File: config.mk
export PLATFORM = sky130hd
export DESIGN_NAME = tdes_decrypt_ctrl
export DESIGN_NICKNAME = d
export VERILOG_FILES = /design/src/rtl/tdes_decrypt_ctrl.sv
export SDC_FILE = /design/constraint.sdc
export NUM_CORES = 1
export LEC_CHECK = 0
export BUFFER_PORTS_ARGS = -buffer_cell sky130_fd_sc_hd__buf_2
export CAP_MARGIN = 25
export CORE_AREA = 2 2 200 202
export DETAILED_ROUTE_END_ITERATION = 8
export DIE_AREA = 0 0 202 204
export HOLD_SLACK_MARGIN = 0.05
export PLACE_DENSITY = 0.69
export REMOVE_ABC_BUFFERS = 1
export SETUP_SLACK_MARGIN = 0.5
export SYNTH_ARGS = -nofsm -noshare
export SYNTH_HDL_FRONTEND = slang
export SYNTH_SLANG_ARGS = --single-unit
File: constraint.sdc
create_clock -name clk -period 2.2 [get_ports clk]
set_input_delay 0.11 -clock clk [delete_from_list [all_inputs] [get_ports clk]]
set_output_delay 0.11 -clock clk [all_outputs]
set_load 0.02 [all_outputs]
File: src/rtl/tdes_decrypt_ctrl.sv
// Triple-DES EDE decrypt sequencer: runs one external DES core through D(K3), E(K2), D(K1)
// and returns the plaintext over a valid/ready handshake.
module tdes_decrypt_ctrl #(
    parameter int unsigned CORE_LATENCY = 20
) (
    input  logic        clk,
    input  logic        reset,
    input  logic        in_valid,
    output logic        in_ready,
    input  logic [63:0] cipher_in,
    input  logic [63:0] key1,
    input  logic [63:0] key2,
    input  logic [63:0] key3,
    output logic        out_valid,
    input  logic        out_ready,
    output logic [63:0] plain_out,
    output logic        busy,
    output logic [63:0] core_data,
    output logic [63:0] core_key,
    output logic        core_decrypt,
    input  logic [63:0] core_result
);

    localparam logic [7:0] CntLoad = 8'(CORE_LATENCY);

    typedef enum logic [2:0] {
        StIdle,
        StPass1,
        StPass2,
        StPass3,
        StOut
    } state_e;

    state_e      state_q, state_d;
    logic [7:0]  cnt_q, cnt_d;
    logic [63:0] key1_q, key1_d;
    logic [63:0] key2_q, key2_d;
    logic [63:0] core_data_q, core_data_d;
    logic [63:0] core_key_q, core_key_d;
    logic        core_decrypt_q, core_decrypt_d;
    logic [63:0] plain_q, plain_d;
    logic        in_ready_q, in_ready_d;
    logic        out_valid_q, out_valid_d;
    logic        busy_q, busy_d;
    logic        pass_done;

    // The core result is only trusted on the cycle the latency counter has run out.
    assign pass_done = (cnt_q == 8'd0);

    always_comb begin
        state_d        = state_q;
        cnt_d          = cnt_q;
        key1_d         = key1_q;
        key2_d         = key2_q;
        core_data_d    = core_data_q;
        core_key_d     = core_key_q;
        core_decrypt_d = core_decrypt_q;
        plain_d        = plain_q;

        unique case (state_q)
            StIdle: begin
                if (in_valid) begin
                    // Key 3 goes straight to the core; keys 1 and 2 are held for later passes.
                    key1_d         = key1;
                    key2_d         = key2;
                    core_data_d    = cipher_in;
                    core_key_d     = key3;
                    core_decrypt_d = 1'b1;
                    cnt_d          = CntLoad;
                    state_d        = StPass1;
                end
            end
            StPass1: begin
                if (!pass_done) begin
                    cnt_d = cnt_q - 8'd1;
                end else begin
                    core_data_d    = core_result;
                    core_key_d     = key2_q;
                    core_decrypt_d = 1'b0;
                    cnt_d          = CntLoad;
                    state_d        = StPass2;
                end
            end
            StPass2: begin
                if (!pass_done) begin
                    cnt_d = cnt_q - 8'd1;
                end else begin
                    core_data_d    = core_result;
                    core_key_d     = key1_q;
                    core_decrypt_d = 1'b1;
                    cnt_d          = CntLoad;
                    state_d        = StPass3;
                end
            end
            StPass3: begin
                if (!pass_done) begin
                    cnt_d = cnt_q - 8'd1;
                end else begin
                    plain_d = core_result;
                    state_d = StOut;
                end
            end
            StOut: begin
                if (out_ready) begin
                    state_d = StIdle;
                end
            end
            default: begin
                state_d = StIdle;
            end
        endcase

        in_ready_d  = (state_d == StIdle);
        out_valid_d = (state_d == StOut);
        busy_d      = (state_d != StIdle);
    end

    always_ff @(posedge clk or negedge reset) begin
        if (!reset) begin
            state_q        <= StIdle;
            cnt_q          <= 8'd0;
            key1_q         <= 64'd0;
            key2_q         <= 64'd0;
            core_data_q    <= 64'd0;
            core_key_q     <= 64'd0;
            core_decrypt_q <= 1'b0;
            plain_q        <= 64'd0;
            in_ready_q     <= 1'b1;
            out_valid_q    <= 1'b0;
            busy_q         <= 1'b0;
        end else begin
            state_q        <= state_d;
            cnt_q          <= cnt_d;
            key1_q         <= key1_d;
            key2_q         <= key2_d;
            core_data_q    <= core_data_d;
            core_key_q     <= core_key_d;
            core_decrypt_q <= core_decrypt_d;
            plain_q        <= plain_d;
            in_ready_q     <= in_ready_d;
            out_valid_q    <= out_valid_d;
            busy_q         <= busy_d;
        end
    end

    assign in_ready     = in_ready_q;
    assign out_valid    = out_valid_q;
    assign busy         = busy_q;
    assign plain_out    = plain_q;
    assign core_data    = core_data_q;
    assign core_key     = core_key_q;
    assign core_decrypt = core_decrypt_q;

endmodule

# Yosys cells after proc, flatten, opt, wreduce, memory -nomap -nowiden

Cells that the tools add are included.

Output and inout port bits: 196
Input port bits: 324
Bits in registers: 335

Reduce and logical (&&, ||, !) cells: 13
Mux-type cells: 21
Equal/unequal tests: 10
Add/subtract/negate cells: 1

Operators by type and width:

| kind                                                                  | count |
|---|---|
| 64-bit 2-to-1 mux                                                     | 5 |
| 64-bit one-hot mux with 3 select lines                                | 1 |
| 64-bit one-hot mux with 2 select lines                                | 1 |
| 8-bit 2-to-1 mux                                                      | 3 |
| 8-bit one-hot mux with 3 select lines                                 | 1 |
| 3-bit 2-to-1 mux                                                      | 5 |
| 3-bit one-hot mux with 5 select lines                                 | 1 |
| 3-bit nonzero test                                                    | 3 |
| 8-bit zero test                                                       | 1 |
| 2-bit != test, second input constant                                  | 4 |
| 8-bit by 1-bit subtractor with 8-bit output, second input constant    | 1 |
| 3-bit by 2-bit equality test with 1-bit output, second input constant | 2 |
| 3-bit equality test, second input constant                            | 2 |
| 3-bit zero test                                                       | 2 |
| 3-bit AND reduction                                                   | 2 |
| 2-bit AND reduction                                                   | 2 |
| 4-bit AND reduction                                                   | 1 |
| 3-bit by 1-bit equality test with 1-bit output, second input constant | 1 |
| 1-bit 2-to-1 mux                                                      | 3 |
| 1-bit one-hot mux with 3 select lines                                 | 1 |
| 2-bit by 1-bit != test with 1-bit output, second input constant       | 1 |
| 2-bit nonzero test                                                    | 1 |
| 2-bit OR reduction                                                    | 1 |

# Longest topological paths before layout

Depth in word-level cells: 4
Mapped depth: 10

# Least setup slack after synthesis

No wires, ideal clock.

Path type: register to register
Start: register cnt_q[3]
End: register plain_q[25], in the netlist plain_out[25]
Library setup time: 0.125 ns
Arrival time: 1.988 ns
Setup slack: 0.087 ns
Data required time: 2.075 ns
Clock period less this slack: 2.113 ns
Stages on the path, launching flop included: 8
Path through: dfrtp_1 or4_1 buf_2 nor3_4 nand2_1 buf_4 buf_6 mux2_4

Word-level cells in the longest chain between the ends: 2

RTL lines:

| what                          | line | RTL |
|---|---|---|
| from (decl)                   | 35   | `logic [7:0] cnt_q, cnt_d;` |
| from (signal assigned)        | 133  | `cnt_q <= cnt_d;` |
| 8-bit zero test               | 48   | `assign pass_done = (cnt_q == 8'd0);` |
| 2-bit AND reduction (no line) | --   |  |
| to (signal assigned)          | 139  | `plain_q <= plain_d;` |
| to (decl)                     | 41   | `logic [63:0] plain_q, plain_d;` |

Every way passes these cells.
A chain may end at the register's enable or synchronous reset.

# Worst setup path in the final report

Start: register cnt_q[4]
End: register core_data_q[35], in the netlist core_data[35]

Word-level cells in the longest chain between the ends: 3

RTL lines:

| what                                               | line | RTL |
|---|---|---|
| 8-bit zero test                                    | 48   |  |
| 2-bit by 1-bit != test with 1-bit output (no line) | --   |  |
| 3-bit AND reduction (no line)                      | --   |  |
| to (signal assigned)                               | 136  | `core_data_q <= core_data_d;` |
| to (decl)                                          | 38   | `logic [63:0] core_data_q, core_data_d;` |

Every way passes these cells.

==> impl_metrics.tcl <==
set metrics [dict create \
    swShare_pct 42.0 \
    worstHoldPathType "input port to asynchronous set/reset pin" \
    fmax_mhz 463 \
    grt_max_degree 161 \
    ys_ff_latch 335 \
    fin_tns_setup_ns 0 \
    final_max_slew_viol_count 0 \
    htreeDepth 2 \
    num_vias 16200 \
    finalCriticalPeriod_ns 2.16 \
    cp_max_fo 11 \
    synth_enable_flop_cells 0 \
    postSynth.asyncResetShare_pct 100 \
    drt-initial-drc-count 1294 \
    gp_congestion 0.876 \
    die-width_um 202 \
    finalCritPeriodShare_pct 98.2 \
    detail-route-antenna-nets 0 \
    grt.total_usage_pct 29.7 \
    cp-end-kind "flop" \
    wl_per_cell_um 22.3 \
    crit_chain "or4_4 > nor3_4 > buf_6 > o21ai_4 > buf_12 > buf_4 > o21ai_1" \
    path_class "flop to flop" \
    cpMaxStageDelayCell "or4_4" \
    rsz0062_at_grt "yes" \
    die-area_um2 41200 \
    grt-ovfl-total 0 \
    whs_ns 0.0953 \
    grt_pass1_wl_um 95600 \
    clk_pin_slew_ns 0.06 \
    max-cap-violations 0 \
    io_buffers 519 \
    syn_area_um2 15800 \
    cp.required_ns 2.64 \
    hold_viol_final 0 \
    p_clk_share_pct 16.4 \
    root_buffer "clkbuf_16" \
    ioPinCount 520 \
    postSynthCellCount 1489 \
    hpwlAfterDp_um 34600 \
    cts_made_buffers 38 \
    cts.sinks 335 \
    ys_types 40 \
    nNetsFinal 2701 \
    power.internal_w 0.0223 \
    first_pass_iters 5 \
    grt_pass1_vias 16800 \
    area_growth_pct 61.8 \
    critPathBufInv 3 \
    seq_area_frac_synth_pct 53.2 \
    power_frac_comb_pct 54.0 \
    crit_path_start_kind "flop" \
    setup_violations 0 \
    ys.flop_type "dfrtp_1" \
    max_slew_margin_pct 50.7 \
    die_y_um 204 \
    p_seq_share_pct 29.6 \
    cts_tree "built" \
    worst_pin_slew_ns 0.739 \
    layout_commonest_cell "buf_2" \
    drive_above_1_share_pct 39.9 \
    critPathMaxStageDelay_ns 0.56 \
    route.detailed.drc 0 \
    clockBufferDepth 3 \
    start_util_pct 40.2 \
    syn_avg_cell_area_um2 10.6 \
    ys_warn_count 0 \
    crit_family "simple AND/OR/NAND/NOR gates" \
    final_cell_mix "518 x buf_2, 331 x dfrtp_1, 323 x dlygate4sd3_1, 200 x nor2_1, 180 x nand2_1" \
    status "completed" \
    wirelength_um 65400 \
    skew_ns 0.0173 \
    viasPerCell 5.52 \
    core_area_um2 39200 \
    max-vdd-ir-drop_mv 0.856 \
    power_density_nw_per_um2 1510 \
    num_rows 73 \
    cellLeakagePower_nw 12.3 \
    antenna_found_initial 4 \
    clk_latency_ns 0.55 \
    p_sw_w 0.0161 \
    critPathArrivalTime_ns 2.60 \
]
## registers in the layout, indices dropped and copies added (netlist names)
name	cells
core_key	64
in_ready	1
state_q	3
core_data	64
out_valid	1
plain_out	64
key2_q	64
core_decrypt	1
busy	1
cnt_q	8
key1_q	64
## what timing repair did
action | in CTS | in global routing
gates cloned | 14 | 10
gates resized for setup | 153 | 69
setup buffers | 45 | 5
endpoints found under the hold margin | 640 | 0
pin swaps | 10 | 19
hold buffers | 323 | 0
endpoints found under the setup margin | 333 | 333
## synth_stat cells, types with 2 or more instances
cell,count,area share [%]
o21a_1,2,0.095
o211ai_1,64,3.0
dfrtp_1,334,53
xor2_1,3,0.17
buf_4,2,0.095
or4_1,2,0.095
nand2_1,200,4.8
a21oi_1,67,2.1
and2_1,2,0.079
buf_2,27,0.86
clkbuf_1,87,2.1
buf_1,3,0.071
xnor2_1,2,0.11
nor3b_1,2,0.095
o221ai_1,64,3.6
inv_1,5,0.12
nor2_1,201,4.8
mux2_4,38,3.6
buf_6,5,0.36
o21ai_2,2,0.11
mux2i_1,65,4.1
nor4_1,2,0.079
nand2b_1,2,0.079
or2_2,2,0.079
mux2_2,155,11
o21ai_0,25,0.79
o21ai_1,110,3.5
a22oi_1,2,0.095
nor3_1,3,0.095
## routing by layer
layer	global-route usage [%]	wire, um	vias up
met5	0	0	-
met4	17.4	4070	0
met3	7.37	5570	251
met2	50.5	32200	1058
met1	34.0	23600	7796
li1	-	-	7053
## stage by stage
stage / cells / total power (W) / setup slack, ns / area [um^2] / utilization (%)
after detailed placement: 2464 / 0.0273 / 0.110 / 19200 / 49.0
after CTS: 2910 / 0.0356 / 0.135 / 25000 / 63.7
after global routing: 2929 / 0.0403 / -0.0331 / 25500 / 65.1
after floorplan: 1365 / 0.0205 / -10.09 / 15200 / -
after global placement: 2464 / 0.0268 / 0.134 / 19200 / 49.0
final: 2929 / 0.0384 / 0.0402 / 25500 / 65.1
## final timing paths
| kind | to | startpoint | cells after the start | slack, ns |
|---|---|---|---|---|
| setup / recovery | core_data[35] | cnt_q[4] | 7 | 0.04 |
| hold / removal | core_key[33] | reset | 2 | 0.1 |
| max in group asynchronous | plain_out[60] | reset | 4 | 1.25 |
| min in group clk | key2_q[9] | key2[9] | 3 | 0.32 |
| hold reg to reg | core_key[20] | core_key[20] | 2 | 0.48 |
| setup reg to reg | core_data[35] | cnt_q[4] | 7 | 0.04 |
## area by class of cell
class	count	area [um^2]
Tap cell	525	657
Clock inverter	11	93.8
Antenna cell	4	10.0
Inverter	5	18.8
Clock buffer	53	1110
Multi-Input combinational cell	1025	7420
Fill cell	2698	13700
Sequential cell	335	8400
Timing Repair Buffer	971	7800
## cell families (layout without fill, tap and decap cells)
logic type,Yosys count,after routing,share of synthesized area [%]
other,0,4,0
XOR/XNOR,5,5,0.278
multiplexers,258,258,18.8
adder cells (fa/ha/maj),1,1,0.0794
flip-flops,335,335,53.2
AO/OA/AOI/OAI,341,341,13.6
buffers and inverters,129,1040,3.57
AND/OR/NAND/NOR,420,420,10.5
## power by group through the flow
stage | sequential [W] | combinational (W) | clock, W
2_1_floorplan | 0.0134 | 0.00713 | 0
5_1_grt | 0.0116 | 0.0220 | 0.00663
3_5_place_dp | 0.0111 | 0.0162 | 0
4_1_cts | 0.0110 | 0.0183 | 0.00634
6_report | 0.0114 | 0.0208 | 0.00629
3_3_place_gp | 0.0110 | 0.0158 | 0
Note: power is estimated with default switching activity, not from simulation.
